$ cat src/rtl/pkg_opengpu.sv
// Shared SIMT-core types: warp status encoding, per-warp context record, sizing constants.
// Latency: n/a (types, constants and one pure function).
// Backpressure: n/a.
// Contents: WARPS_PER_CORE, DATA_WIDTH, WARP_SIZE, WARP_AGE_WIDTH, warp_status_t,
//           warp_context_t, warp_ctx_prio_sel (status next-state priority).
package pkg_opengpu;

  localparam int WARPS_PER_CORE = 4;
  localparam int DATA_WIDTH     = 32;
  localparam int WARP_SIZE      = 32;
  localparam int WARP_AGE_WIDTH = 8;

  // IDLE must stay the all-zero encoding: reset/abort clear contexts with '0.
  typedef enum logic [1:0] {
    WARP_IDLE    = 2'd0,
    WARP_READY   = 2'd1,
    WARP_BLOCKED = 2'd2,
    WARP_DONE    = 2'd3
  } warp_status_t;

  typedef struct packed {
    logic [DATA_WIDTH-1:0]     pc;
    logic [WARP_SIZE-1:0]      mask;
    warp_status_t              status;
    logic [WARP_AGE_WIDTH-1:0] age;
    logic                      valid;
  } warp_context_t;

  // Status next-state for a live warp, highest priority first:
  // explicit status write, mask emptied -> DONE, barrier wake of a BLOCKED warp, hold.
  function automatic warp_status_t warp_ctx_prio_sel(
    input warp_status_t cur,
    input logic         status_wr,
    input warp_status_t status_val,
    input logic         mask_zero_wr,
    input logic         wake
  );
    warp_status_t nxt;
    if (status_wr)                          nxt = status_val;
    else if (mask_zero_wr)                  nxt = WARP_DONE;
    else if (wake && cur == WARP_BLOCKED)   nxt = WARP_READY;
    else                                    nxt = cur;
    return nxt;
  endfunction

endpackage

$ cat src/rtl/warp_age_arbiter.sv
// Oldest-request selector: binary max-age tree, ties resolved toward the lower id.
// Latency: purely combinational.
// Backpressure: none; result is a pure function of req/age.
// Ports: req[N] request vector, age[N*AGE_W] flattened ages (warp i at i*AGE_W),
//        vld any request present, id winning index.
module warp_age_arbiter #(
  parameter int N     = 4,
  parameter int ID_W  = $clog2(N),
  parameter int AGE_W = 8
) (
  input  logic [N-1:0]       req,
  input  logic [N*AGE_W-1:0] age,
  output logic               vld,
  output logic [ID_W-1:0]    id
);

  localparam int LVLS  = $clog2(N);
  localparam int P     = 1 << LVLS;
  localparam int NODES = 2 * P - 1;

  // Heap-ordered tree: node n has children 2n+1 (lower ids) and 2n+2.
  // Leaves sit at P-1..2P-2; padding leaves beyond N never request.
  logic             nd_vld [NODES];
  logic [AGE_W-1:0] nd_age [NODES];
  logic [ID_W-1:0]  nd_id  [NODES];

  always_comb begin
    for (int n = 0; n < NODES; n++) begin
      nd_vld[n] = 1'b0;
      nd_age[n] = '0;
      nd_id[n]  = '0;
    end
    for (int i = 0; i < N; i++) begin
      nd_vld[P-1+i] = req[i];
      nd_age[P-1+i] = age[i*AGE_W +: AGE_W];
      nd_id[P-1+i]  = ID_W'(i);
    end
    // Children always have larger indices, so a descending sweep sees them resolved.
    // The right child wins only on strictly greater age, which keeps ties on the lower id.
    for (int n = P - 2; n >= 0; n--) begin
      if (nd_vld[2*n+2] && (!nd_vld[2*n+1] || nd_age[2*n+2] > nd_age[2*n+1])) begin
        nd_vld[n] = 1'b1;
        nd_age[n] = nd_age[2*n+2];
        nd_id[n]  = nd_id[2*n+2];
      end else begin
        nd_vld[n] = nd_vld[2*n+1];
        nd_age[n] = nd_age[2*n+1];
        nd_id[n]  = nd_id[2*n+1];
      end
    end
  end

  assign vld = nd_vld[0];
  assign id  = nd_id[0];

endmodule

$ cat src/rtl/warp_context_table.sv
// Per-warp context table (pc, mask, status, age, valid) with ready/done summaries and oldest-ready pick.
// Latency: writes visible one clk later; summaries registered from next state; read/oldest paths combinational.
// Backpressure: none; every update is accepted in its cycle (abort > init > pc/mask/status/wake/issue).
// Ports: abort, init_*, pc_*, mask_*, status_*, barrier_wake, warp_issued/issued_warp_id in;
//        contexts, read_context (by read_warp_id), ready_mask, done_mask, all_done, oldest_ready_* out.
// Option: OPENGPU_WARP_PERF_EN adds perf_issue_cnt, a wrapping 32-bit issue counter per warp.
module warp_context_table
  import pkg_opengpu::*;
#(
  parameter int NUM_WARPS = WARPS_PER_CORE,
  parameter int WID_W     = $clog2(NUM_WARPS)
) (
  input  logic                  clk,
  input  logic                  rst_n,
  input  logic                  abort,
  input  logic                  init_valid,
  input  logic [WID_W-1:0]      init_warp_id,
  input  logic [DATA_WIDTH-1:0] init_pc,
  input  logic [WARP_SIZE-1:0]  init_mask,
  input  logic                  pc_update,
  input  logic [WID_W-1:0]      pc_warp_id,
  input  logic [DATA_WIDTH-1:0] new_pc,
  input  logic                  mask_update,
  input  logic [WID_W-1:0]      mask_warp_id,
  input  logic [WARP_SIZE-1:0]  new_mask,
  input  logic                  status_update,
  input  logic [WID_W-1:0]      status_warp_id,
  input  warp_status_t          new_status,
  input  logic [NUM_WARPS-1:0]  barrier_wake,
  input  logic                  warp_issued,
  input  logic [WID_W-1:0]      issued_warp_id,
  output warp_context_t         contexts [NUM_WARPS],
  input  logic [WID_W-1:0]      read_warp_id,
  output warp_context_t         read_context,
  output logic [NUM_WARPS-1:0]  ready_mask,
  output logic [NUM_WARPS-1:0]  done_mask,
  output logic                  all_done,
  output logic                  oldest_ready_valid,
  output logic [WID_W-1:0]      oldest_ready_id
`ifdef OPENGPU_WARP_PERF_EN
  ,
  output logic [31:0]           perf_issue_cnt [NUM_WARPS]
`endif
);

  localparam int AGE_WIDTH = WARP_AGE_WIDTH;
  localparam logic [AGE_WIDTH-1:0] AGE_MAX = '1;

  warp_context_t ctx_q [NUM_WARPS];
  warp_context_t ctx_d [NUM_WARPS];

  // Id decode; an out-of-range id matches no slot and is therefore ignored.
  logic [NUM_WARPS-1:0] init_hit, pc_hit, mask_hit, stat_hit, iss_hit;

  always_comb begin
    for (int w = 0; w < NUM_WARPS; w++) begin
      init_hit[w] = init_valid    && (init_warp_id   == WID_W'(w));
      pc_hit[w]   = pc_update     && (pc_warp_id     == WID_W'(w));
      mask_hit[w] = mask_update   && (mask_warp_id   == WID_W'(w));
      stat_hit[w] = status_update && (status_warp_id == WID_W'(w));
      iss_hit[w]  = warp_issued   && (issued_warp_id == WID_W'(w));
    end
  end

  always_comb begin
    for (int w = 0; w < NUM_WARPS; w++) begin
      ctx_d[w] = ctx_q[w];
      if (abort) begin
        ctx_d[w] = '0;
      end else if (init_hit[w]) begin
        ctx_d[w].pc     = init_pc;
        ctx_d[w].mask   = init_mask;
        ctx_d[w].status = WARP_READY;
        ctx_d[w].age    = '0;
        ctx_d[w].valid  = 1'b1;
      end else if (ctx_q[w].valid) begin
        if (pc_hit[w])   ctx_d[w].pc   = new_pc;
        if (mask_hit[w]) ctx_d[w].mask = new_mask;
        ctx_d[w].status = warp_ctx_prio_sel(ctx_q[w].status, stat_hit[w], new_status,
                                            mask_hit[w] && (new_mask == '0), barrier_wake[w]);
        // Ageing advances only on issue cycles and looks at the pre-update status.
        if (warp_issued) begin
          if (iss_hit[w])
            ctx_d[w].age = '0;
          else if (ctx_q[w].status == WARP_READY && ctx_q[w].age != AGE_MAX)
            ctx_d[w].age = ctx_q[w].age + 1'b1;
        end
      end
    end
  end

  logic [NUM_WARPS-1:0] ready_d, done_d;
  logic                 any_valid_d, all_valid_done_d, all_done_d;

  always_comb begin
    any_valid_d      = 1'b0;
    all_valid_done_d = 1'b1;
    for (int w = 0; w < NUM_WARPS; w++) begin
      ready_d[w] = ctx_d[w].valid && (ctx_d[w].status == WARP_READY);
      done_d[w]  = ctx_d[w].valid && (ctx_d[w].status == WARP_DONE);
      any_valid_d      = any_valid_d | ctx_d[w].valid;
      all_valid_done_d = all_valid_done_d & (!ctx_d[w].valid || ctx_d[w].status == WARP_DONE);
    end
    // Kernel completion is sticky: once reached, only a new launch or an abort drops it.
    if (abort || (|init_hit))
      all_done_d = 1'b0;
    else
      all_done_d = all_done | (any_valid_d & all_valid_done_d);
  end

  always_ff @(posedge clk or negedge rst_n) begin
    if (!rst_n) begin
      for (int w = 0; w < NUM_WARPS; w++) ctx_q[w] <= '0;
      ready_mask <= '0;
      done_mask  <= '0;
      all_done   <= 1'b0;
    end else begin
      for (int w = 0; w < NUM_WARPS; w++) ctx_q[w] <= ctx_d[w];
      ready_mask <= ready_d;
      done_mask  <= done_d;
      all_done   <= all_done_d;
    end
  end

  assign contexts = ctx_q;

  always_comb begin
    read_context = '0;
    for (int w = 0; w < NUM_WARPS; w++)
      if (read_warp_id == WID_W'(w)) read_context = ctx_q[w];
  end

  // ready_mask already equals valid && READY of the current state, so it is the request vector.
  logic [NUM_WARPS*AGE_WIDTH-1:0] arb_age;

  always_comb begin
    arb_age = '0;
    for (int w = 0; w < NUM_WARPS; w++) arb_age[w*AGE_WIDTH +: AGE_WIDTH] = ctx_q[w].age;
  end

  warp_age_arbiter #(
    .N     (NUM_WARPS),
    .ID_W  (WID_W),
    .AGE_W (AGE_WIDTH)
  ) u_age_arb (
    .req (ready_mask),
    .age (arb_age),
    .vld (oldest_ready_valid),
    .id  (oldest_ready_id)
  );

`ifdef OPENGPU_WARP_PERF_EN
  logic [31:0] perf_q [NUM_WARPS];

  always_ff @(posedge clk or negedge rst_n) begin
    if (!rst_n) begin
      for (int w = 0; w < NUM_WARPS; w++) perf_q[w] <= '0;
    end else begin
      for (int w = 0; w < NUM_WARPS; w++) begin
        if (abort || init_hit[w])
          perf_q[w] <= '0;
        else if (iss_hit[w] && ctx_q[w].valid)
          perf_q[w] <= perf_q[w] + 32'd1;
      end
    end
  end

  assign perf_issue_cnt = perf_q;
`endif

endmodule

$ cat config.mk
export PLATFORM = sky130hd
export DESIGN_NAME = warp_context_table
export DESIGN_NICKNAME = d
export VERILOG_FILES = /design/src/rtl/pkg_opengpu.sv /design/src/rtl/warp_age_arbiter.sv /design/src/rtl/warp_context_table.sv
export SDC_FILE = /design/constraint.sdc
export NUM_CORES = 1
export LEC_CHECK = 0
export CORE_ASPECT_RATIO = 1.4
export CORE_MARGIN = 2
export CORE_UTILIZATION = 37
export CTS_CLUSTER_DIAMETER = 200
export DETAILED_ROUTE_END_ITERATION = 8
export PLACE_DENSITY = 0.66
export SLEW_MARGIN = 20
export SYNTH_ARGS = -nofsm -noshare
export SYNTH_HDL_FRONTEND = slang
export SYNTH_HIERARCHICAL = 1
export SYNTH_SLANG_ARGS = --single-unit
$ cat constraint.sdc
create_clock -name clk -period 4.3 [get_ports clk]
set_input_delay 0.645 -clock clk [delete_from_list [all_inputs] [get_ports clk]]
set_output_delay 0.645 -clock clk [all_outputs]
set_load 0.01 [all_outputs]
# Yosys cells after proc, flatten, opt, wreduce, memory -nomap -nowiden
# Index checks and enable logic that the tools add are counted.
dict set report totals {
  reg_bits 309
  latchBits 0
  ram_bits 0
  mem_bits_ro 0
  inputBits 154
  out_inout_bits 387
  wordCells 235
  mem_count 0
}
dict set report classes {
  n_addsub 4
  n_mul 0
  div 0
  order_cmp 3
  n_eq_ne 38
  shift 0
  mux 61
  bitwise 8
  n_reduce_logical 98
}
# op count
set ops {}
lappend ops {{75-bit two-way mux} 8}
lappend ops {{74-bit two-way mux} 8}
lappend ops {{32-bit two-way mux} 8}
lappend ops {{8-bit two-way mux} 14}
lappend ops {{3-bit nonzero test} 16}
lappend ops {{1-bit logical AND} 43}
lappend ops {{2-bit == test, second input constant} 20}
lappend ops {{8-bit by 1-bit adder with 8-bit output, second input constant} 4}
lappend ops {{32-bit zero test} 1}
lappend ops {{8-bit != test, second input constant} 4}
lappend ops {{2-bit by 1-bit == test with 1-bit output, second input constant} 14}
lappend ops {{2-bit two-way mux} 13}
lappend ops {{8-bit > comparator} 3}
lappend ops {{2-bit AND reduction} 8}
lappend ops {{4-bit nonzero test} 4}
lappend ops {{2-bit zero test} 6}
lappend ops {{3-bit AND reduction} 4}
lappend ops {{1-bit two-way mux} 10}
lappend ops {{1-bit logical OR} 8}
lappend ops {{1-bit zero test} 7}
lappend ops {{1-bit AND} 4}
lappend ops {{1-bit bitwise OR} 4}
lappend ops {{4-bit OR reduction} 1}

# Logic depth before layout (Yosys ltp)
# Gate-level depths: netlist of the first run.
dict set report logic_depth {
  word_depth 16
  mapped_depth 15
  ltp_nobuf 15
}

# Hierarchy
# The synthesis of the first run kept the hierarchy.
# module instances cells_each area_per_inst_um2 seq_area_each_um2
set modules_own_cells {}
lappend modules_own_cells {warp_context_table 1 1569 16563.4 7732.4}
lappend modules_own_cells {warp_age_arbiter 1 103 819.5 0.0}

# Least setup slack after synthesis of the first run
# Ideal clock, no wire load.
dict set report synth_timing {
  kind {register -> output}
  from {reg, netlist name contexts[81]}
  to {out oldest_ready_id[0]}
  arrival_time_ps 3066
  required_ps 3655
  slack_ps 589
  stages_incl_launch_ff 14
  path_buffers 0
  cell_sequence {dfrtp_1 -> inv_1 -> ha_1 -> a21oi_1 -> o2111ai_2 -> o211ai_4 -> mux2_2 -> ha_1 -> nand2_1 -> o21bai_1 -> a21oi_1 -> nor2_1 -> nor3_1 -> o32ai_1}
}
dict set report synth_between {
  elab_chain_cells 8
  elab_cells_between_ends 10
  classes_between {order compare (2); mux (4); reduce/logical (4)}
}
# item line
set synth_lines {}
lappend synth_lines {{8-bit > comparator} warp_age_arbiter.sv:41} ;# if (nd_vld[2*n+2] && (!nd_vld[2*n+1] || nd_age[2*n+2] > nd_age[2*n+1])) begin
lappend synth_lines {{1-bit logical OR} warp_age_arbiter.sv:41}
lappend synth_lines {{1-bit logical AND} warp_age_arbiter.sv:41}
lappend synth_lines {{8-bit two-way mux} warp_age_arbiter.sv:41}
lappend synth_lines {{8-bit > comparator} warp_age_arbiter.sv:41}
lappend synth_lines {{1-bit logical OR} warp_age_arbiter.sv:41}
lappend synth_lines {{1-bit logical AND} warp_age_arbiter.sv:41}
lappend synth_lines {{2-bit two-way mux (*)} warp_age_arbiter.sv:41}
lappend synth_lines {{end: declaration} warp_context_table.sv:39} ;# output logic [WID_W-1:0] oldest_ready_id
# Every way passes the cells marked *; elsewhere a longest branch is shown, timed or not.

# Worst setup path after layout of the first run
dict set report layout_timing {
  from {reg, netlist name contexts[77]}
  to {out oldest_ready_id[0]}
}
dict set report layout_between {
  elab_chain_cells 8
  elab_cells_between_ends 10
  classes_between {order compare (2); mux (4); reduce/logical (4)}
}
# item line
set layout_lines {}
lappend layout_lines {{8-bit > comparator} warp_age_arbiter.sv:41}
lappend layout_lines {{1-bit logical OR} warp_age_arbiter.sv:41}
lappend layout_lines {{1-bit logical AND} warp_age_arbiter.sv:41}
lappend layout_lines {{8-bit two-way mux} warp_age_arbiter.sv:41}
lappend layout_lines {{8-bit > comparator} warp_age_arbiter.sv:41}
lappend layout_lines {{1-bit logical OR} warp_age_arbiter.sv:41}
lappend layout_lines {{1-bit logical AND} warp_age_arbiter.sv:41}
lappend layout_lines {{2-bit two-way mux (*)} warp_age_arbiter.sv:41}
# Marks and branches as above.

==> flow_summary.json, run 1 <==
{
  "status": "finished clean",
  "max_h_tree_level": 2,
  "critical-path-top-cell-by-count": "sky130_fd_sc_hd__ha_1",
  "path_delay_family": "compound AO/OA/AOI/OAI gates",
  "ctsLongestPathBuffers": 3,
  "cts_buffers": 34,
  "track_usage_pct": 29.2,
  "drcViolationCount": 0,
  "post_synth_inst_count": 1672,
  "dr.first_iter.drc_count": 1023,
  "crit_path_cell_trace": "inv_1 -> ha_1 -> nor2b_4 -> o211ai_2 -> a21oi_2 -> o211ai_4 -> buf_4 -> mux2_2 -> ha_1 -> nand2_1 -> o21bai_1 -> a21oi_1 -> nor2_2 -> o32ai_1 -> clkbuf_2",
  "tritoncts": "yes",
  "pin_count_of_the_biggest_net_entering_global_routing": 92,
  "post_route_cells_drive_above_1_share_pct": 10.8,
  "ys_types": 74,
  "cap_violations": 0,
  "worst_pin_slew_ns": 1.01,
  "start_util_pct": 37.2,
  "yosysWarnings": 6,
  "stdcell_area_um2": 25000,
  "timing.critical_path.slowest_cell_delay_ns": 0.34,
  "io_buffers": 540,
  "max-vdd-ir-drop_mv": 0.262,
  "leakage_nw": 11.2,
  "synthDominantAreaCellType": "sky130_fd_sc_hd__dfrtp_1",
  "place_ws_ns": 0.134,
  "layout_worst_path_cycle_share_pct": 98.1,
  "grt_pass1_wl_um": 108000,
  "detail_route.wirelength_um": 73000,
  "fp.coreArea_um2": 46700,
  "crit_path_top_delay_cell": "sky130_fd_sc_hd__dfrtp_1",
  "final-max-slew-violation-count": 0,
  "timing.critical_path.arrival_ns": 3.57,
  "chipHeight_um": 260,
  "timing.fmax_ghz": 0.237,
  "crit_required_ns": 3.65,
  "placedInstanceArea_um2": 23800,
  "floorplan.die_area_um2": 48800,
  "final.setup_skew_ns": 0.0165,
  "hpwlAfterDp_um": 51600,
  "synth_edf_count": 0,
  "pwr_density_cell_nw_per_um2": 296,
  "crit_path_start_kind": "register",
  "rsz0062_at_grt": "yes",
  "antenna_violations_before_repair": 9,
  "setup_ws_ns": 0.0829,
  "final_hold_viol_count": 0,
  "ys_seq_area_share_pct": 44.5,
  "layout-area-overhead-vs-synth_pct": 43.5,
  "clk_transition_reported_paths_ns": 0.07,
  "routed_wire_length_per_instance_um": 25.5,
  "timing.final.setup_violations": 0,
  "clock_insertion_delay_worst_skew_ns": 0.52,
  "finalCriticalPeriod_ns": 4.22,
  "syn-cell-area_um2": 17400,
  "timing.slew.headroom_pct": 31.9,
  "synth_largest_type_area_fraction_pct": 44.5,
  "avgSynthCellArea_um2": 10.4,
  "routed-via-count": 16300,
  "numClockSinks": 309,
  "min-delay-path-class": "input port to async pin",
  "dr.pass1.iters": 6,
  "dieWidth_um": 187,
  "synth-seq-cells": 309,
  "grt_pass1_vias": 17000,
  "async_reset_ff_share_pct": 100,
  "critPathMaxFanout": 5,
  "antenna_left": 0,
  "n_fill_cell": 4153,
  "core.rowCount": 94,
  "gp_congestion": 0.952,
  "ys_dominant_reg_cell": "sky130_fd_sc_hd__dfrtp_1",
  "grt-ovfl-total": 0,
  "synth.top_cells.by_area": "sky130_fd_sc_hd__dfrtp_1, sky130_fd_sc_hd__mux2i_1, sky130_fd_sc_hd__mux4_2",
  "boundaryPins": 541,
  "synthesis.nets": 1854,
  "layout.nets": 2392,
  "setup_total_negative_slack_ns": 0,
  "cts-root-buf": "sky130_fd_sc_hd__clkbuf_16",
  "end_kind": "output port",
  "criticalPathCategory": "register to output port",
  "route.detailed.vias_per_inst": 5.69,
  "critical_path_buf_inv_count": 3
}
==> final timing paths <==
kind,start,end,slack (ns),cells past startpoint
min in group clk,contexts[247]$_DFFE_PN0P_,contexts[247]$_DFFE_PN0P_,0.50,2
worst max register to register,contexts[151]$_DFFE_PN0P_,contexts[153]$_DFFE_PN0P_,1.62,8
worst min register to register,contexts[247]$_DFFE_PN0P_,contexts[247]$_DFFE_PN0P_,0.50,2
max in group asynchronous,rst_n,contexts[30]$_DFFE_PN0P_,3.25,2
worst max-delay path,contexts[77]$_DFFE_PN0P_,oldest_ready_id[0],0.08,15
worst min-delay path,rst_n,contexts[198]$_DFFE_PN0P_,0.03,1
==> cells in the mapped netlist (11+ instances only) <==
master                     number
sky130_fd_sc_hd__dfrtp_1      309
sky130_fd_sc_hd__o21ai_0      280
sky130_fd_sc_hd__buf_2         31
sky130_fd_sc_hd__buf_1         11
sky130_fd_sc_hd__a21oi_1       18
sky130_fd_sc_hd__o31ai_1       16
sky130_fd_sc_hd__clkbuf_1      65
sky130_fd_sc_hd__a31oi_1       11
sky130_fd_sc_hd__and3_1        14
sky130_fd_sc_hd__nand2_1      297
sky130_fd_sc_hd__nand3_1       20
sky130_fd_sc_hd__ha_1          28
sky130_fd_sc_hd__mux2i_1      262
sky130_fd_sc_hd__inv_1         37
sky130_fd_sc_hd__nand2b_1      14
sky130_fd_sc_hd__mux4_2        75
sky130_fd_sc_hd__nor2_1        44
==> metrics by stage <==
step	total power, W	std cells	util [%]	hold slack (ns)
floorplan	0.00370	1672	-	0.349
global placement	0.00450	2794	51.0	0.480
detailed placement	0.00453	2794	51.0	0.496
CTS	0.00745	2854	53.4	0.0330
global route	0.00765	2858	53.4	0.0585
finish	0.00738	2858	53.4	0.0337
==> state kept, by name, indices dropped and copies added, names as in the netlist <==
signal and cells:
contexts 300, done_mask 4, ready_mask 4, all_done 1
==> layout by cell type, fill, tap and decap left out, types with 16 or more instances in the layout <==
cell type | synthesis | routed
sky130_fd_sc_hd__mux4_2 | 75 | 75
sky130_fd_sc_hd__nand3_1 | 20 | 19
sky130_fd_sc_hd__ha_1 | 28 | 28
sky130_fd_sc_hd__nand2_1 | 297 | 297
sky130_fd_sc_hd__o31ai_1 | 16 | 16
sky130_fd_sc_hd__clkbuf_16 | 0 | 35
sky130_fd_sc_hd__o21ai_0 | 280 | 279
sky130_fd_sc_hd__clkdlybuf4s50_1 | 0 | 535
sky130_fd_sc_hd__nor2_1 | 44 | 43
sky130_fd_sc_hd__buf_4 | 0 | 65
sky130_fd_sc_hd__inv_1 | 37 | 37
sky130_fd_sc_hd__dfrtp_1 | 309 | 308
sky130_fd_sc_hd__mux2i_1 | 262 | 262
==> kinds of logic after synthesis <==
kind of cell | count (synthesis) | share of synthesized area (%)
flops | 309 | 44.5
mux | 344 | 25.3
fa+ha+maj | 28 | 2.02
buf+inv | 145 | 3.36
simple gates | 449 | 11.3
compound gates | 389 | 13.1
xor+xnor | 8 | 0.403
==> report_power, final <==
group / leakage [nW] / total, W / switching (W) / internal [W]
Sequential: 4.26 / 0.00315 / 0.000130 / 0.00302
Combinational: 6.40 / 0.00133 / 0.000691 / 0.000637
Clock: 0.535 / 0.00290 / 0.00124 / 0.00165
==> repair_timing <==
action | CTS | global route
setup endpoints to repair | 2 | 2
hold buffers | 0 | 0
endpoints found under the hold margin | 0 | 0
buffers inserted | 4 | 0
resized for setup | 4 | 9
pin swaps | 1 | 3
==> area by class of cell <==
cell class	instances	area, um^2	area share [%]
diodes	4	10.0	0.0401
clock buffers	44	970	3.89
clock inverters	12	101	0.406
inverters	37	139	0.557
multi-input cells	1218	9220	36.9
flip-flops and latches	309	7730	31.0
well taps	624	781	3.13
repair buffers	610	6000	24.0
==> routing by layer <==
layer | track usage, % | part of all wire (%)
met1 | 33.4 | 37
met2 | 51.3 | 50
met3 | 6.16 | 7.0
met4 | 16.0 | 5.5
met5 | 0 | 0.096
Power figures use the tool's default switching activity.
==> run 2: changes to the inputs <==
==> constraint.sdc (replaced) <==
create_clock -name clk -period 4.3 [get_ports clk]
set_input_delay 0.43 -clock clk [delete_from_list [all_inputs] [get_ports clk]]
set_output_delay 0.43 -clock clk [all_outputs]
set_load 0.01 [all_outputs]
==> run 2 against run 1 <==
- sequential power about the same
- combinational power about the same
- sequential cell count unchanged
- cell count up 0.42%
- clock skew about the same
- highest routed layer unchanged
- power up 4.0%
- register-to-register slack worse by 0.27 ns
- largest power group is now clock
- cell area up 0.53%
- sequential share of layout area down 0.16 points
- global-route usage down 0.070 points
- non-clock buffer count down 2
- die area unchanged
==> flow_summary.json, run 2 (same netlist as run 1, synthesis figures left out) <==
{
  "pwr_density_cell_nw_per_um2": 306,
  "top_library_cells_by_usage_in_the_layout_fill_and_taps_aside": "sky130_fd_sc_hd__clkdlybuf4s50_1, sky130_fd_sc_hd__dfrtp_1, sky130_fd_sc_hd__nand2_1, sky130_fd_sc_hd__o21ai_0, sky130_fd_sc_hd__mux2i_1",
  "totalPowerFinal_w": 0.00767,
  "final_hold_viol_count": 0,
  "fp.coreArea_um2": 46700,
  "max_h_tree_level": 2,
  "comb_power_share_pct": 17.3,
  "worst_hold_startpoint": "contexts[171]$_DFFE_PN0P_",
  "worst_hold_path.endpoint": "contexts[171]$_DFFE_PN0P_",
  "fin_hold_ws_ns": 0.506,
  "timing.reg2reg.setup_slack_ns": 1.35,
  "antenna_left": 0,
  "routed-via-count": 16400,
  "crit_path_start_kind": "register",
  "reg2reg_from": "contexts[225]$_DFF_PN0_",
  "route.detailed.vias_per_inst": 5.70,
  "holdPathStages": 2,
  "p_int_w": 0.00556,
  "clk_transition_reported_paths_ns": 0.07,
  "start_util_pct": 37.2,
  "crit_required_ns": 3.87,
  "detail_route.wirelength_um": 73300,
  "tritoncts": "yes",
  "hpwlAfterDp_um": 51400,
  "layout_worst_path_cycle_share_pct": 97.5,
  "layout.nets": 2392,
  "criticalPathCategory": "register to output port",
  "core.rowCount": 94,
  "cts_buffers": 35,
  "pin_count_of_the_biggest_net_entering_global_routing": 104,
  "total_switching_power_w": 0.00211,
  "critPathMaxFanout": 5,
  "finalCriticalPeriod_ns": 4.19,
  "timing.final.setup_violations": 0,
  "reg2regPathDepth": 6,
  "final.setup_skew_ns": 0.0168,
  "status": "finished clean",
  "gp_congestion": 0.944,
  "grt_pass1_wl_um": 108000,
  "clock_insertion_delay_worst_skew_ns": 0.53,
  "dr.first_iter.drc_count": 1054,
  "critical_path.startpoint": "contexts[81]$_DFFE_PN0P_",
  "mostFrequentLayoutCell": "sky130_fd_sc_hd__clkdlybuf4s50_1",
  "layout-area-overhead-vs-synth_pct": 44.3,
  "dieWidth_um": 187,
  "final-max-slew-violation-count": 0,
  "routed_wire_length_per_instance_um": 25.5,
  "worst_pin_slew_ns": 0.974,
  "layoutNonFillerInstCount": 2870,
  "cap_violations": 0,
  "post_route_cells_drive_above_1_share_pct": 10.8,
  "leakage_nw": 11.2,
  "end_kind": "output port",
  "io_buffers": 540,
  "timing.fmax_ghz": 0.238,
  "antenna_violations_before_repair": 12,
  "numClockSinks": 309,
  "setup_ws_ns": 0.106,
  "largest_reg_flops": 300,
  "regToRegEndpoint": "contexts[252]$_DFFE_PN0P_",
  "grt_pass1_vias": 17100,
  "place_ws_ns": 0.281,
  "clock_power_share_pct": 41.7,
  "placedCellCount": 2788,
  "drcViolationCount": 0,
  "power.share.sequential_pct": 41.0,
  "cts-root-buf": "sky130_fd_sc_hd__clkbuf_16",
  "chipHeight_um": 260,
  "floorplan.die_area_um2": 48800,
  "timing.critical_path.arrival_ns": 3.76,
  "track_usage_pct": 29.2,
  "boundaryPins": 541,
  "dr.pass1.iters": 5,
  "ctsLongestPathBuffers": 3,
  "min-delay-path-class": "register to register",
  "timing.slew.headroom_pct": 35.1,
  "max-vdd-ir-drop_mv": 0.209,
  "p_sw_share_pct": 27.5,
  "grt-ovfl-total": 0
}
## run 2: repair_timing
item | 4_1_cts | 5_1_grt
buffers inserted | 1 | 6
setup endpoints to repair | 2 | 1
cloned | 1 | 0
hold endpoints to repair | 13 | 0
pin swaps | 2 | 6
hold buffers | 1 | 0
resized for setup | 4 | 9
## run 2: critical path: stages, from the launching register on
cell,delay (ns)
sky130_fd_sc_hd__dfrtp_1,0.38
sky130_fd_sc_hd__inv_1,0.06
sky130_fd_sc_hd__ha_1,0.30
sky130_fd_sc_hd__a21oi_1,0.18
sky130_fd_sc_hd__o2111ai_2,0.23
sky130_fd_sc_hd__o211ai_4,0.33
sky130_fd_sc_hd__buf_4,0.16
sky130_fd_sc_hd__mux2_2,0.33
sky130_fd_sc_hd__ha_1,0.30
sky130_fd_sc_hd__nand4_1,0.19
sky130_fd_sc_hd__a21oi_1,0.18
sky130_fd_sc_hd__nor2_1,0.09
sky130_fd_sc_hd__nor3_2,0.19
sky130_fd_sc_hd__clkdlybuf4s15_1,0.30
## run 2: metal layers
metal  wire length (um)  up-vias  global-route usage, %
met5                 54        -                      0
met4               3910        8                   16.3
met3               4980      217                   5.38
met2              36800      789                   50.9
met1              27600     8178                   34.0
li1                   -     7162                      -
## run 2: worst max path at each step
stage | slack [ns] | endpoint
5_1_grt | -0.02 | oldest_ready_id[0]
3_3_place_gp | 0.33 | oldest_ready_id[0]
6_report | 0.11 | oldest_ready_id[1]
4_1_cts | 0.06 | oldest_ready_id[0]
3_5_place_dp | 0.28 | oldest_ready_id[0]
2_1_floorplan | 0.80 | oldest_ready_id[0]
## run 2: power groups by stage
stage / sequential (W) / combinational [W] / clock (W)
after global placement: 0.00320 / 0.00130 / 0
after global routing: 0.00316 / 0.00141 / 0.00337
after detailed placement: 0.00320 / 0.00132 / 0
final: 0.00315 / 0.00133 / 0.00320
after CTS: 0.00315 / 0.00133 / 0.00326
after floorplan: 0.00320 / 0.000492 / 0
## run 2: cell type report
type                            count  area [um^2]
Antenna cell                       10         25.0
Clock buffer                       48         1020
Clock inverter                     15          196
Fill cell                        4158        21600
Inverter                           37          139
Multi-Input combinational cell   1219         9240
Sequential cell                   309         7730
Tap cell                          624          781
Timing Repair Buffer              608         5950
## run 2: per-stage QoR
step                TNS (ns)  area, um^2  util (%)
floorplan                  0       17400         -
global placement           0       23700      50.8
detailed placement         0       23700      50.8
CTS                        0       25000      53.5
global route         -0.0175       25100      53.7
finish                     0       25100      53.7
==> run 3: changes to the inputs <==
--- a/config.mk
+++ b/config.mk
@@ -9,6 +9,7 @@
 export CORE_MARGIN = 2
 export CORE_UTILIZATION = 37
 export CTS_CLUSTER_DIAMETER = 200
+export CTS_CLUSTER_SIZE = 28
 export DETAILED_ROUTE_END_ITERATION = 8
 export PLACE_DENSITY = 0.66
 export SLEW_MARGIN = 20
==> run 3 against run 2 <==
- combinational power is essentially flat
- sequential power about the same
- largest cell class unchanged
- non-clock buffer count rose by 1
==> flow_summary.json, run 3 (same netlist as run 1, synthesis figures left out) <==
{
  "chipHeight_um": 260,
  "timing.final.setup_violations": 0,
  "timing.slew.headroom_pct": 35.0,
  "criticalPathCategory": "register to output port",
  "grt_pass1_wl_um": 107000,
  "leakage_nw": 10.8,
  "ctsLongestPathBuffers": 3,
  "io_buffers": 540,
  "setup_total_negative_slack_ns": 0,
  "timing.critical_path.arrival_ns": 3.81,
  "route.detailed.vias_per_inst": 5.69,
  "rsz0062_at_grt": "yes",
  "tritoncts": "yes",
  "clock_insertion_delay_worst_skew_ns": 0.54,
  "utilization_pct": 52.0,
  "reg2regPathDepth": 6,
  "finalCriticalPeriod_ns": 4.24,
  "worst_pin_slew_ns": 0.974,
  "layout.nets": 2373,
  "detail_route.wirelength_um": 72300,
  "cts-root-buf": "sky130_fd_sc_hd__clkbuf_16",
  "dr.pass1.iters": 5,
  "pwr_density_cell_nw_per_um2": 253,
  "reg2reg_from": "contexts[225]$_DFF_PN0_",
  "end_kind": "output port",
  "core.rowCount": 94,
  "mostFrequentLayoutCell": "sky130_fd_sc_hd__clkdlybuf4s50_1",
  "cts_buffers": 15,
  "status": "finished clean",
  "min-delay-path-class": "input port to async pin",
  "max-vdd-ir-drop_mv": 0.229,
  "dieWidth_um": 187,
  "crit_required_ns": 3.87,
  "layout_worst_path_cycle_share_pct": 98.5,
  "floorplan.die_area_um2": 48800,
  "dr.first_iter.drc_count": 1066,
  "grt_pass1_vias": 16900,
  "cap_violations": 0,
  "start_util_pct": 37.2,
  "pin_count_of_the_biggest_net_entering_global_routing": 104,
  "grt-ovfl-total": 0,
  "largest_reg_flops": 300,
  "gp_congestion": 0.944,
  "final-max-slew-violation-count": 0,
  "routed-via-count": 16100,
  "layout-area-overhead-vs-synth_pct": 39.7,
  "routed_wire_length_per_instance_um": 25.6,
  "timing.fmax_ghz": 0.236,
  "critPathCapture": "oldest_ready_id[0]",
  "top_library_cells_by_usage_in_the_layout_fill_and_taps_aside": "sky130_fd_sc_hd__clkdlybuf4s50_1, sky130_fd_sc_hd__dfrtp_1, sky130_fd_sc_hd__nand2_1, sky130_fd_sc_hd__o21ai_0, sky130_fd_sc_hd__mux2i_1",
  "critPathMaxFanout": 5,
  "final_hold_viol_count": 0,
  "clk_transition_reported_paths_ns": 0.11,
  "track_usage_pct": 28.9,
  "regToRegEndpoint": "contexts[252]$_DFFE_PN0P_",
  "post_route_cells_drive_above_1_share_pct": 9.22,
  "antenna_left": 0,
  "n_fill_cell": 4229,
  "totalPowerFinal_w": 0.00614,
  "critical_path.startpoint": "contexts[81]$_DFFE_PN0P_",
  "numClockSinks": 309,
  "hpwlAfterDp_um": 51400,
  "antenna_violations_before_repair": 12,
  "final.setup_skew_ns": 0.0470,
  "timing.reg2reg.setup_slack_ns": 1.37,
  "crit_path_start_kind": "register",
  "drcViolationCount": 0,
  "max_h_tree_level": 1,
  "fp.coreArea_um2": 46700,
  "boundaryPins": 541
}
-- run 3: worst min path at each step --
stage | slack (ns) | from | depth (start not counted) | to
2_1_floorplan | 0.13 | rst_n | 0 | all_done$_DFF_PN0_
6_report | 0.50 | rst_n | 2 | contexts[198]$_DFFE_PN0P_
3_3_place_gp | 0.48 | contexts[268]$_DFFE_PN0P_ | 2 | contexts[268]$_DFFE_PN0P_
4_1_cts | 0.52 | contexts[268]$_DFFE_PN0P_ | 2 | contexts[268]$_DFFE_PN0P_
5_1_grt | 0.54 | contexts[247]$_DFFE_PN0P_ | 2 | contexts[247]$_DFFE_PN0P_
3_5_place_dp | 0.49 | contexts[247]$_DFFE_PN0P_ | 2 | contexts[247]$_DFFE_PN0P_
-- run 3: final cells by class --
class	count	area (um^2)	area share [%]
Multi-Input combinational cell	1219	9230	38.0
Sequential cell	309	7730	31.9
Timing Repair Buffer	609	5960	24.6
Tap cell	624	781	3.22
Clock buffer	16	379	1.56
Inverter	37	139	0.572
Clock inverter	1	30.0	0.124
Antenna cell	9	22.5	0.0928
-- run 3: where the power goes --
group | total (W) | internal [W] | switching [W]
clock | 0.00167 | 0.000654 | 0.00101
combinational | 0.00132 | 0.000634 | 0.000690
sequential | 0.00315 | 0.00302 | 0.000128
-- run 3: critical path, stage by stage (launching register included) --
cell,delay [ns]
sky130_fd_sc_hd__dfrtp_1,0.40
sky130_fd_sc_hd__inv_1,0.06
sky130_fd_sc_hd__ha_1,0.30
sky130_fd_sc_hd__a21oi_1,0.18
sky130_fd_sc_hd__o2111ai_2,0.21
sky130_fd_sc_hd__o211ai_4,0.31
sky130_fd_sc_hd__buf_4,0.16
sky130_fd_sc_hd__mux2_2,0.34
sky130_fd_sc_hd__ha_1,0.30
sky130_fd_sc_hd__nand4_1,0.15
sky130_fd_sc_hd__nor4_2,0.43
sky130_fd_sc_hd__nor3_2,0.10
sky130_fd_sc_hd__o32ai_2,0.16
sky130_fd_sc_hd__clkbuf_2,0.18
-- run 3: per-layer routing --
metal | GRT usage (%) | share of wire (%)
met1 | 34.0 | 38
met2 | 50.5 | 50
met3 | 5.33 | 6.9
met4 | 14.9 | 5.0
met5 | 0 | 0.073
-- run 3: repair_timing --
item,4_1_cts,5_1_grt
hold buffers,1,0
pin swaps,2,4
hold endpoints to repair,50,0
resized for setup,4,8
setup endpoints to repair,2,1
gates cloned,1,0
buffers inserted,1,7
-- run 3: per-stage QoR --
| stage | instances | hold slack [ns] | setup WS, ns | instance area, um^2 |
|---|---|---|---|---|
| 2_1_floorplan | 1672 | 0.134 | 0.804 | 17400 |
| 3_3_place_gp | 2788 | 0.481 | 0.333 | 23700 |
| 3_5_place_dp | 2788 | 0.493 | 0.281 | 23700 |
| 4_1_cts | 2808 | 0.518 | 0.0409 | 24200 |
| 5_1_grt | 2823 | 0.542 | -0.0428 | 24300 |
| 6_report | 2824 | 0.500 | 0.0645 | 24300 |
==> RTL edit, RTL diff (flow settings as in run 2) <==
Add a define of `OPENGPU_WARP_PERF_EN`.
--- a/src/rtl/warp_context_table.sv
+++ b/src/rtl/warp_context_table.sv
@@ -5,4 +5,6 @@
 //        contexts, read_context (by read_warp_id), ready_mask, done_mask, all_done, oldest_ready_* out.
 // Option: OPENGPU_WARP_PERF_EN adds perf_issue_cnt, a wrapping 32-bit issue counter per warp.
+`define OPENGPU_WARP_PERF_EN
+
 module warp_context_table
   import pkg_opengpu::*;
New outputs: perf_issue_cnt. Function: not settled (the Yosys comparison gave no result); the edit may change what the design does.
==> RTL edit against run 2 <==
Largest cell class unchanged; fmax grew 2.4%; total power up 31%; routed wire length up 33%; largest power group is now registers; setup slack better by 0.098 ns; critical endpoint is now oldest_ready_id[0]; area after synthesis grew 35%; clock skew is 0.0055 ns higher; sequential cell count up 128; critical path type unchanged; design area rose by 32%; global-route usage shrank 0.20 points; sequential power is 38% higher.
==> RTL edit: results (changes against run 2) <==
| Metric | Value |
|---|---|
| Inserted Diodes | `6 (-4)` |
| Clock network share of area | `4.76% (-0.073 points)` |
| Multi-input combinational area share | `36.5% (-0.33 points)` |
| Setup crit end | `oldest_ready_id[0]` |
| Multi-In Gates | `1716 (+41%)` |
| Met2 Use GR | `51.1% (+0.25 points)` |
| Leakage | `14.5 nW (+29%)` |
| M1 GR Usage | `34.7% (+0.79 points)` |
| Buffering overhead | `22.1% (-1.7 points)` |
| Most area-consuming cells after synthesis | `dfrtp_1 46%, mux2i_1 11%, mux4_2 7.2%` |
| Worst Setup Slack, final | `0.204 ns (+0.0976 ns)` |
| Reg2Reg Capture Point | `perf_issue_cnt[125]` |
| Initial antenna violation count | `6 (-6)` |
| Tot GR Track Use | `29.0% (-0.20 points)` |
| Final #Nets | `3174 (+33%)` |
| Yosys cell types | `81 (+9.5%)` |
| Vias in the first global route | `22400 (+31%)` |
| Drt wl/cell | `25.3 µm (-1.1%)` |
| Syn nets | `2504 (+35%)` |
| DR vias/cell | `5.68 (-0.31%)` |
| Tightest Pin Transition | `0.928 ns (-0.0455 ns)` |
| Fin Clk Skew | `0.0222 ns (+0.00547 ns)` |
| Status | `completed` |
| DRT iter0 DRCs | `1625 (+54%)` |
| CP Data Arrival Time | `3.67 ns (-0.09 ns)` |
| Post-synth top cells | `437 x dfrtp_1, 360 x nand2_1, 301 x o21ai_0` |
| Inverters | `44 (+19%)` |
| Largest net degree at the start of global routing | `101 (-2.9%)` |
| Cts bufs inserted | `46 (+31%)` |
| GPL Wtd Cong | `0.923 (-2.2%)` |
| Non-CTS buffers | `743 (+22%)` |
| Reg2reg setup slack | `1.47 ns (+0.12 ns)` |
| Sequential cell area share | `33.0% (+2.2 points)` |
| Layout cells sized above 1 | `9.07% (-1.8 points)` |
| Worst r2r path cells | `8 (+2)` |
## RTL edit: cell types whose count changed in the layout (fill, tap and decap cells not counted), sizes merged, moves of 30 or more
cell                  run 2  this run
a21oi                    19        54
nor2                     44       172
nand4                     9        39
clkdlybuf4s50           535       663
dfrtp                   309       437
xor2                      4        73
nand3                    20        66
nand2                   297       360
## RTL edit: layer usage
| metal | vias to the layer above | wire length (µm) |
|---|---|---|
| met5 | - | 43 |
| met4 | 8 | 4080 |
| met3 | 213 | 7440 |
| met2 | 1060 | 49500 |
| met1 | 11000 | 36400 |
| li1 | 9623 | - |
## RTL edit: metrics by stage
stage | hold WS [ns] | std cells | power [mW] | cell area [µm²]
floorplan | 0.134 | 2318 | 4.94 | 23600
global placement | 0.485 | 3767 | 5.82 | 31500
detailed placement | 0.496 | 3767 | 5.84 | 31500
CTS | 0.513 | 3851 | 10.1 | 33100
global route | 0.537 | 3854 | 10.4 | 33200
finish | 0.508 | 3858 | 10.0 | 33200
## RTL edit: worst max-delay path, stage by stage (launching register included)
cell and delay, ns:
dfrtp_1 0.34, inv_1 0.05, ha_1 0.30, a211oi_1 0.22, o21ai_1 0.16, o211ai_4 0.20
buf_4 0.18, mux2_2 0.34, ha_1 0.29, nand4_1 0.15, buf_4 0.18, a21oi_2 0.13
nor3_1 0.06, o32ai_1 0.28, clkbuf_2 0.20
## RTL edit: worst min-delay path by stage
stage                  start           endpoint  cells after the start
5_1_grt        contexts[285]      contexts[285]                      2
3_3_place_gp   contexts[299]      contexts[299]                      2
2_1_floorplan          rst_n           all_done                      0
3_5_place_dp   contexts[211]      contexts[211]                      2
4_1_cts        contexts[211]      contexts[211]                      2
6_report               rst_n  perf_issue_cnt[0]                      2
## RTL edit: cell families (layout without fill, tap and decap cells)
| kind of cell | Yosys count | in the layout | synth area share [%] |
|---|---|---|---|
| AO/OA/AOI/OAI | 431 | 431 | 10.3 |
| XOR/XNOR | 103 | 103 | 3.83 |
| multiplexers | 348 | 348 | 18.8 |
| other | 0 | 6 | 0 |
| adder cells (fa/ha/maj) | 32 | 32 | 1.70 |
| buffers and inverters | 165 | 867 | 2.81 |
| flip-flops | 437 | 437 | 46.4 |
| AND/OR/NAND/NOR | 802 | 802 | 16.1 |
## RTL edit: what timing repair did
action,4_1_cts,5_1_grt
pin swaps,1,1
endpoints found under the setup margin,2,2
endpoints found under the hold margin,90,0
gates resized for setup,4,7
buffers inserted,3,1
hold buffers,1,0
gates cloned,0,0
## RTL edit: power breakdown
part / internal (mW) / switching (mW) / total, mW / leakage, nW
sequential: 4.22 / 0.139 / 4.36 / 6.04
combinational: 0.642 / 0.766 / 1.41 / 7.68
clock: 2.52 / 1.74 / 4.26 / 0.767
total: 7.39 / 2.64 / 10.0 / 14.5
